--- src/rtl/traffic_light_param.sv ---
// Parametrised single-approach traffic-light controller.
// Green, then blinking green, then yellow, then red, then back to green.
// It also has a night flashing-yellow mode, a registered phase output and a
// pulse that marks each full red phase ending by timeout.
module traffic_light_param #(
    parameter int unsigned CW     = 12,
    parameter int unsigned G_CYC  = 1024,
    parameter int unsigned B_CYC  = 128,
    parameter int unsigned BLINKS = 2,
    parameter int unsigned Y_CYC  = 512,
    parameter int unsigned R_CYC  = 1024
) (
    input  logic       clk,
    input  logic       rst,
    input  logic       pass,
    input  logic       night,
    output logic       R,
    output logic       G,
    output logic       Y,
    output logic [2:0] phase,
    output logic       cycle_done
);

    typedef enum logic [2:0] {
        StGreen  = 3'd0,
        StBoff   = 3'd1,
        StBon    = 3'd2,
        StYellow = 3'd3,
        StRed    = 3'd4,
        StNon    = 3'd5,
        StNoff   = 3'd6
    } state_e;

    // The blink index must hold values 0..BLINKS-1; keep at least one bit.
    localparam int unsigned BW = (BLINKS > 1) ? $clog2(BLINKS) : 1;

    // Each state leaves on the cycle where cnt reaches its last value (D-1).
    localparam logic [CW-1:0] GLast = CW'(G_CYC - 1);
    localparam logic [CW-1:0] BLast = CW'(B_CYC - 1);
    localparam logic [CW-1:0] YLast = CW'(Y_CYC - 1);
    localparam logic [CW-1:0] RLast = CW'(R_CYC - 1);

    state_e        state_q, state_d;
    logic [CW-1:0] cnt_q, cnt_d;
    logic [BW-1:0] bidx_q, bidx_d;
    logic          r_q, r_d;
    logic          g_q, g_d;
    logic          y_q, y_d;
    logic          cd_q, cd_d;
    logic          last;
    logic          in_night;

    // Timeout detection for the current state.
    always_comb begin
        last = 1'b0;
        unique case (state_q)
            StGreen:              last = (cnt_q == GLast);
            StBoff, StBon:        last = (cnt_q == BLast);
            StNon, StNoff:        last = (cnt_q == BLast);
            StYellow:             last = (cnt_q == YLast);
            StRed:                last = (cnt_q == RLast);
            default:              last = 1'b0;
        endcase
    end

    assign in_night = (state_q == StNon) || (state_q == StNoff);

    // Next state, counters and lamp decode.
    // Priority is night, then pass, then timeout, then counting.
    always_comb begin
        state_d = state_q;
        cnt_d   = cnt_q + CW'(1);
        bidx_d  = bidx_q;
        cd_d    = 1'b0;

        if (night) begin
            if (!in_night) begin
                state_d = StNon;
                cnt_d   = '0;
                bidx_d  = '0;
            end else if (last) begin
                state_d = (state_q == StNon) ? StNoff : StNon;
                cnt_d   = '0;
            end
        end else if (in_night) begin
            // Leaving night mode always goes through a full red.
            state_d = StRed;
            cnt_d   = '0;
            bidx_d  = '0;
        end else if (pass && (state_q != StGreen)) begin
            state_d = StGreen;
            cnt_d   = '0;
            bidx_d  = '0;
        end else if (last) begin
            cnt_d = '0;
            unique case (state_q)
                StGreen:  state_d = (BLINKS == 0) ? StYellow : StBoff;
                StBoff:   state_d = StBon;
                StBon: begin
                    if (32'(bidx_q) + 32'd1 >= BLINKS) begin
                        state_d = StYellow;
                        bidx_d  = '0;
                    end else begin
                        state_d = StBoff;
                        bidx_d  = bidx_q + BW'(1);
                    end
                end
                StYellow: state_d = StRed;
                StRed: begin
                    state_d = StGreen;
                    cd_d    = 1'b1;
                end
                default:  state_d = StGreen;
            endcase
        end

        // Lamps follow the next state so they change on the same edge.
        r_d = (state_d == StRed);
        g_d = (state_d == StGreen) || (state_d == StBon);
        y_d = (state_d == StYellow) || (state_d == StNon);
    end

    // State, counters and registered outputs with synchronous active-low reset.
    always_ff @(posedge clk) begin
        if (!rst) begin
            state_q <= StGreen;
            cnt_q   <= '0;
            bidx_q  <= '0;
            r_q     <= 1'b0;
            g_q     <= 1'b1;
            y_q     <= 1'b0;
            cd_q    <= 1'b0;
        end else begin
            state_q <= state_d;
            cnt_q   <= cnt_d;
            bidx_q  <= bidx_d;
            r_q     <= r_d;
            g_q     <= g_d;
            y_q     <= y_d;
            cd_q    <= cd_d;
        end
    end

    assign R          = r_q;
    assign G          = g_q;
    assign Y          = y_q;
    assign phase      = state_q;
    assign cycle_done = cd_q;

endmodule

--- config.mk ---
export PLATFORM = sky130hd
export DESIGN_NAME = traffic_light_param
export DESIGN_NICKNAME = d
export VERILOG_FILES = /design/src/rtl/traffic_light_param.sv
export SDC_FILE = /design/constraint.sdc
export NUM_CORES = 1
export LEC_CHECK = 0
export ABC_AREA = 1
export ABC_CLOCK_PERIOD_IN_PS = 1800
export CAP_MARGIN = 15
export CORE_AREA = 2 2 58 73
export CTS_BUF_LIST = sky130_fd_sc_hd__clkbuf_2 sky130_fd_sc_hd__clkbuf_4 sky130_fd_sc_hd__clkbuf_8
export CTS_CLUSTER_SIZE = 28
export DETAILED_ROUTE_END_ITERATION = 10
export DIE_AREA = 0 0 60 75
export PLACE_DENSITY = 0.47
export SLEW_MARGIN = 5
export SYNTH_ARGS = -nofsm -noshare
export SYNTH_HDL_FRONTEND = slang
export SYNTH_SLANG_ARGS = --single-unit
--- constraint.sdc ---
create_clock -name clk -period 1.8 [get_ports clk]
set_input_delay 0.27 -clock clk [delete_from_list [all_inputs] [get_ports clk]]
set_output_delay 0.27 -clock clk [all_outputs]
set_load 0.02 [all_outputs]
==> Word level (Yosys, flattened, before mapping) <==
Cells that the tools add are included.
{ "op_classes": {"n_bitwise": 2, "add_sub_neg": 3, "n_mux": 23, "n_lt_le_gt_ge": 1, "n_reduce_logical": 13, "eq_ne": 14} }
{ "ops": {"columns": ["operator", "n"], "rows": [
  ["$mux 12", 5],
  ["$mux 3", 6],
  ["$eq 3x3->1 const B", 5],
  ["$add 12x1->12 const B", 1],
  ["$eq 12x10->1 const B", 1],
  ["$eq 12x7->1 const B", 1],
  ["$eq 12x9->1 const B", 1],
  ["$eq 3x2->1 const B", 4],
  ["$pmux 3 s4", 1],
  ["$mux 1", 8],
  ["$reduce_bool 4->1", 2],
  ["$logic_not 3->1", 2],
  ["$reduce_or 5->1", 1],
  ["$mux 2", 2],
  ["$reduce_or 4->1", 1],
  ["$eq 3x1->1 const B", 1],
  ["$logic_or 1x1->1", 3],
  ["$pmux 1 s3", 1],
  ["$reduce_and 3->1", 1],
  ["$reduce_bool 3->1", 1],
  ["$add 1x1->2 const B", 1],
  ["$ge 2x2->1 const B", 1],
  ["$ne 2x2->1 const B", 1],
  ["$not 1->1", 2],
  ["3 further kinds", 3]
]} }
{ "word_totals": {"output_inout_bits": 7, "ff_bits": 20, "wordCells": 63, "inputBits": 4} }

==> Logic depth before layout (Yosys ltp) <==
Gate-level depths: netlist of the first run.
{ "logic_depth": {"ltp_word": 10, "ltp_mapped": 13, "depth_no_buf": 12} }

==> Least setup slack after synthesis of the first run <==
Ideal clock, no wire load.
{ "synth_path": {"kind": "register to register", "from": "register cnt_q[0]", "to": "register y_q (netlist: Y)", "slack_ns": 0.187, "setup_time_ns": 0.112, "n_path_buf": 0, "synth_period_minus_slack_ns": 1.613, "stages_incl_launch_ff": 13, "required_ns": 1.688, "t_arrival_ns": 1.501, "path_cell_list": "dfxtp_1 -> ha_1 -> nand2_1 -> nor2_2 -> nand3_2 -> nor2_4 -> nand3_2 -> nand2_1 -> nor2_1 -> nor2_2 -> nand2_1 -> nand2_1 -> nor2_1"} }
{ "synth_via": {"elab_chain_cells": 8, "elab_cells_between_ends": 13, "classes_between": "eq/ne (5); mux (7); reduce/logical (1)"} }
{ "synth_lines": {"columns": ["item", "line_no", "source"], "rows": [
  ["from (decl)", "44", "logic [CW-1:0] cnt_q, cnt_d;"],
  ["from (signal assigned)", "135", "cnt_q <= cnt_d;"],
  ["$eq 12x10->1, or another cell as far along", "57, 61", null],
  ["$pmux 1 s3 *", "56", "unique case (state_q)"],
  ["$mux 3", "94", "end else if (last) begin"],
  ["$mux 3", "90", "end else if (pass && (state_q != StGreen)) begin"],
  ["$mux 3", "85", "end else if (in_night) begin"],
  ["$mux 3 *", "76", "if (night) begin"],
  ["$eq 3x2->1 / $eq 3x3->1 (equally long branches)", "120", "y_d = (state_d == StYellow) || (state_d == StNon);"],
  ["$logic_or 1x1->1 *", "120", null],
  ["to (signal assigned)", "139", "y_q <= y_d;"],
  ["to (decl)", "48", "logic y_q, y_d;"]
]} }
Mark *: on every way between the ends. The rest lies on a longest branch, timed or not.
A chain may end at the register's enable or synchronous reset.

==> Worst setup path after layout of the first run <==
{ "layout_path": {"from": "register state_q[2] (netlist: phase[2])", "to": "output phase[2]"} }
{ "layout_rtl": {"columns": ["item", "line_no", "source"], "rows": [
  ["from (decl)", "43", "state_e state_q, state_d;"],
  ["from (signal assigned)", "126", "state_q <= StGreen;"],
  ["from (signal assigned)", "134", "state_q <= state_d;"],
  ["to (decl)", "20", "output logic [2:0] phase,"]
]} }
No word-level cell between the ends.

==> metrics, run 1 <==
Core ar.=roughly 3800 um^2; max-cap violation count=0; Crit path max-delay family=buffers and inverters; Rows=25; global-route wire length before repair=between 3 and 4 mm; H-tree level count=1; Slew Limit Fails=0; Crit path buffers/inverters=2; number of global-route vias before repair=about 900; post-DP HPWL=roughly 1.8 mm; Tightest Pin Transition=275 ps; Worst-Skew Late Latency=260 ps; diode count=0; reg2reg end=Y; #FFs+latches synth=20; die width=around 60 um; DP Area=roughly 1300 um^2; Net Count, Synth=151; placer congestion estimate=0.831; Detail Route Antenna Nets=0; P_leak=between 0.5 and 0.6 nW; largest net degree at the start of global routing=13; Setup Crit Path Kind=reg2out; crit path time final=1680 ps; first drt pass iteration count=4; Fmax=between 500 and 600 MHz; Setup crit end kind=output pin; final period utilization=between 90% and 100%; synth top area cells=dfxtp_1, nand2_1, nor2_1; Post-Route WL=between 2 and 2.5 mm; starting density of the core=between 20% and 30%; synth warn=0; Remaining DRCs=0; outcome=completed; final-report hold violation count=0; worst vdd ir=289 uV; initial drt markers=25; clk slew on worst S/H paths=roughly 80 ps; port bufs=10; Slowest-stage cell, CP=clkdlybuf4s50_1; commonest non-fill, non-tap cell in the layout=nand2_1; initial antenna violation count=0; pwr dens=just under 800 nW/um^2; CTS Buf Count=3; RSZ-0062 raised after global routing=yes; CP Max Fanout=6; Synth cell types=29; GRT Total Usage=11.9%; gr ovfl total=0; Yosys top cell by area=dfxtp_1; Vias/cell=4.37; Min-Delay Endpoint=cnt_q[0]; clk_skew=between 3 and 4 ps; Pwr Total=about 1.1 mW; most frequent cells in the layout=nand2_1, nor2_1, dfxtp_1; Layout area overhead=29.1%; share of cells above drive strength 1=a little over a quarter; Post-Place Setup Slack=between 70 and 80 ps; Avg WL per Cell=roughly 10 um; Hold Startpoint=cnt_q[0]; register area share after synthesis=a little over a third; top cell type's share of synthesized area=between 30% and 40%; IO Count=11; setup ws final=about 120 ps; post-route design area=approximately 1400 um^2; Slew headroom=between 80 and 90%; die footprint=~4500 um^2; number of hold buffers added after cts=0; CP Launch Type=flip-flop; Vias=between 900 and 1,000; worst hold-check path type=reg2reg; worst path cell trace=buf_4 > clkdlybuf4s50_1; setup-violating endpoint count in the final report=0; Req. time, crit path=between 1500 and 2000 ps; clock tree sinks=20; synthesized instance count=roughly 150; CTS tree=done; die height=approximately 75 um; CP arrival=between 1000 and 1500 ps; Hold Path Depth=1; synthesized area=1100 um^2; Nets=roughly 170; Clock Tree Root=clkbuf_8; CP max stage delay=about 600 ps; syn_area_per_cell=about 7.5 um^2; FF-to-FF setup slack=roughly 140 ps; worst-case reg-to-reg path depth=12; reg2reg start=cnt_q[0]; CTS Buffer Depth=2
==> cell type report <==
cell class	instances	area, um^2
Fill cell	399	2360
Multi-Input combinational cell	107	629
Timing Repair Buffer	19	180
Tap cell	54	67.6
Clock inverter	1	30.0
Inverter	18	67.6
Sequential cell	20	404
Clock buffer	3	41.3
==> what timing repair did <==
item	4_1_cts	5_1_grt
gates resized for setup	1	4
buffers inserted	0	5
pin swaps	0	5
cloned	0	0
endpoints found under the setup margin	1	7
==> synth_stat cells <==
library cell  number
ha_1               1
nor3b_2            1
nand4_1            4
o21ai_1            1
o211ai_1           1
o21ai_0            2
buf_4              1
nor3_1             3
dfxtp_1           20
nand3_4            2
a211oi_1           1
nor2_2             6
a21oi_1            3
xor2_1             4
nand3_2            4
xnor2_1            1
nand3_1            8
nor2_4             4
nor2_1            22
nand3b_1           1
nand2_4            1
nand2_1           29
inv_1             14
xor2_2             1
and3_1             1
o21bai_1           1
a21o_1             1
nand2_2            4
inv_2              4
==> kinds of logic (layout without fill, tap and decap cells) <==
logic type	count (synthesis)	in the layout	share of synthesized area (%)
flip-flops	20	20	36.4
buffers and inverters	19	41	6.83
adder cells (fa/ha/maj)	1	1	1.14
XOR/XNOR	6	6	5.46
AND/OR/NAND/NOR	90	90	44.7
AO/OA/AOI/OAI	10	10	5.46
==> worst max path at each step <==
stage	startpoint	to	slack, ps	cells after the start
detailed placement	cnt_q[0]	Y	80	12
global route	cnt_q[1]	Y	-30	12
finish	phase[2]	phase[2]	120	2
CTS	phase[2]	phase[2]	5	2
floorplan	cnt_q[0]	Y	190	12
global placement	phase[1]	Y	70	11
==> routing by layer <==
layer	global-route usage (%)	share of wire [%]
met4	5.93	2.7
met2	22.0	52
met5	0	0
met1	12.8	42
met3	2.06	3.3
==> metrics by stage <==
step           TNS [ps]  hold WS, ps  util [%]  cells
2_1_floorplan         0          409         -    146
3_3_place_gp          0          420      34.4    213
3_5_place_dp          0          440      34.4    213
4_1_cts               0          456      36.3    217
5_1_grt           -31.6          435      37.5    222
6_report              0          422      37.5    222
==> state kept, by name (all words and copies together) (netlist names) <==
name and flops:
G 1, phase 3, cnt_q 12, Y 1, cycle_done 1, bidx_q 1
R 1
==> power breakdown <==
group          switching (mW)  internal [mW]
registers             0.00850          0.456
logic                  0.0991         0.0697
clock network           0.164          0.297
total                   0.271          0.822
No activity file was read; power rests on OpenSTA's default activity.
==> run 2, diff against run 1 <==
--- a/config.mk
+++ b/config.mk
@@ -9,7 +9,7 @@
 export ABC_CLOCK_PERIOD_IN_PS = 1800
 export CAP_MARGIN = 15
 export CORE_AREA = 2 2 58 73
-export CTS_BUF_LIST = sky130_fd_sc_hd__clkbuf_2 sky130_fd_sc_hd__clkbuf_4 sky130_fd_sc_hd__clkbuf_8
+export CTS_BUF_LIST = sky130_fd_sc_hd__clkbuf_8
 export CTS_CLUSTER_SIZE = 28
 export DETAILED_ROUTE_END_ITERATION = 10
 export DIE_AREA = 0 0 60 75
==> results of run 2 <==
Final layout, timing and power as in run 1 (identical DEF).
==> run 3, diff against run 2 <==
--- a/config.mk
+++ b/config.mk
@@ -13,6 +13,7 @@
 export CTS_CLUSTER_SIZE = 28
 export DETAILED_ROUTE_END_ITERATION = 10
 export DIE_AREA = 0 0 60 75
+export GPL_TIMING_DRIVEN = 0
 export PLACE_DENSITY = 0.47
 export SLEW_MARGIN = 5
 export SYNTH_ARGS = -nofsm -noshare
==> metrics, run 3 (synthesis gave the netlist of run 1 again) <==
Req. time, crit path=between 1500 and 2000 ps; sw frac=25.7%; Comb power frac=between 10% and 20%; global-route wire length before repair=~3.9 mm; Fmax=about 570 MHz; Core ar.=roughly 3800 um^2; final-report hold violation count=0; Crit path max-delay family=simple AND/OR/NAND/NOR gates; Setup Crit Path Kind=reg2reg; initial drt markers=30; CTS Buf Count=3; clk slew on worst S/H paths=70 ps; Detail Route Antenna Nets=0; Tightest Pin Transition=313 ps; port bufs=10; Placed Instances=210; outcome=completed; Post-Route WL=~2.3 mm; worst vdd ir=504 uV; IO Count=11; diode count=0; Slowest-stage cell, CP=dfxtp_2; crit path time final=1740 ps; number of global-route vias before repair=about 920; Slew headroom=between 70% and 80%; final non-filler cell total=~220; Avg WL per Cell=between 10 and 15 um; placer congestion estimate=a little over 0.8; post-DP HPWL=~1.8 mm; clock network power share=34.8%; Post-Place Setup Slack=-35.4 ps; die height=75 um; CP Max Fanout=7; Vias=950; Worst-Skew Late Latency=roughly 250 ps; clk_skew=1.41 ps; H-tree level count=1; final period utilization=between 90% and 100%; max reg flops=12; RSZ-0062 raised after global routing=yes; CP arrival=approximately 1900 ps; filler instances=around 420; Nets=approximately 170; P_leak=0.573 nW; number of hold buffers added after cts=0; Setup crit end kind=flip-flop; first drt pass iteration count=4; Slew Limit Fails=0; worst hold-check path type=reg2reg; Reg power frac=about half; Vias/cell=between 4 and 5; CTS Buffer Depth=2; setup-violating endpoint count in the final report=0; setup ws final=~60 ps; die width=60 um; CP max stage delay=about 350 ps; Crit path buffers/inverters=0; starting density of the core=between 20% and 30%; hold_ws=between 400 and 500 ps; Layout area overhead=26.4%; Remaining DRCs=0; CTS tree=done; commonest non-fill, non-tap cell in the layout=nand2_1; clock tree sinks=20; Util after Layout=a little under two fifths; max-cap violation count=0; most frequent cells in the layout=nand2_1, nor2_1, dfxtp_1; CP Launch Type=flip-flop; largest reg by FF count=cnt_q; share of cells above drive strength 1=26.5%; Clock Tree Root=clkbuf_8; die footprint=4500 um^2; Psw=0.246 mW; pwr dens=688 nW/um^2; Rows=25; worst path cell trace=ha_4 > nand2_4 > nor2_4 > nand3_4 > nor2_4 > nand3_2 > nand2_1 > nor2_1 > nor2_2 > nand2_1 > nand2_1 > nor2_1; initial antenna violation count=0; gr ovfl total=0; GRT Total Usage=11.8%; Internal=between 0.7 and 0.8 mW; most used cell, CP=nand2_1; largest net degree at the start of global routing=12
run 3: path summary, 6_finish.rpt:
check | startpoint | to | slack (ps) | cells past startpoint
worst min-delay path | cnt_q[0] | cnt_q[0] | 440 | 1
worst max-delay path | cnt_q[0] | Y | 60 | 12
worst min register to register | cnt_q[0] | cnt_q[0] | 440 | 1
worst max register to register | cnt_q[0] | Y | 60 | 12
run 3: timing repair:
action	4_1_cts	5_1_grt
pin swaps	1	8
setup endpoints to repair	4	7
gates resized for setup	2	12
setup buffers	0	2
run 3: cell type report:
type                            count  area, um^2  share of cell area, %
Multi-Input combinational cell    107         672                   48.3
Clock buffer                        4        55.1                   3.96
Buffer                              1        7.51                  0.540
Timing Repair Buffer               12         115                   8.28
Sequential cell                    20         405                   29.2
Tap cell                           54        67.6                   4.86
Inverter                           18        67.6                   4.86
run 3: power groups by stage:
| stage | registers [mW] | clock network [mW] | logic (mW) |
|---|---|---|---|
| after floorplan | 0.486 | 0 | 0.0956 |
| after global placement | 0.474 | 0 | 0.155 |
| after detailed placement | 0.475 | 0 | 0.156 |
| after CTS | 0.465 | 0.346 | 0.157 |
| after global routing | 0.468 | 0.365 | 0.176 |
| final | 0.467 | 0.333 | 0.157 |
run 3: worst register-to-register path, cell delays in order, from the launching register on:
cell and delay (ps):
dfxtp_2 350, ha_4 140, nand2_4 60, nor2_4 150, nand3_4 100, nor2_4 250, nand3_2 120, nand2_1 80
nor2_1 50, nor2_2 180, nand2_1 70, nand2_1 70, nor2_1 40
run 3: metal layers:
metal	vias to the layer above	wire length [um]	track usage [%]
met4	0	26	3.70
met5	-	0	0
met3	4	95	3.61
li1	494	-	-
met2	15	1160	20.5
met1	437	1020	13.7
run 3: per-stage QoR:
step                instance area (um^2)  setup TNS (ps)  power [mW]
finish                              1390               0       0.957
floorplan                           1100               0       0.581
detailed placement                  1270           -37.7       0.631
global route                        1390            -120        1.01
CTS                                 1330               0       0.967
global placement                    1270           -19.1       0.629
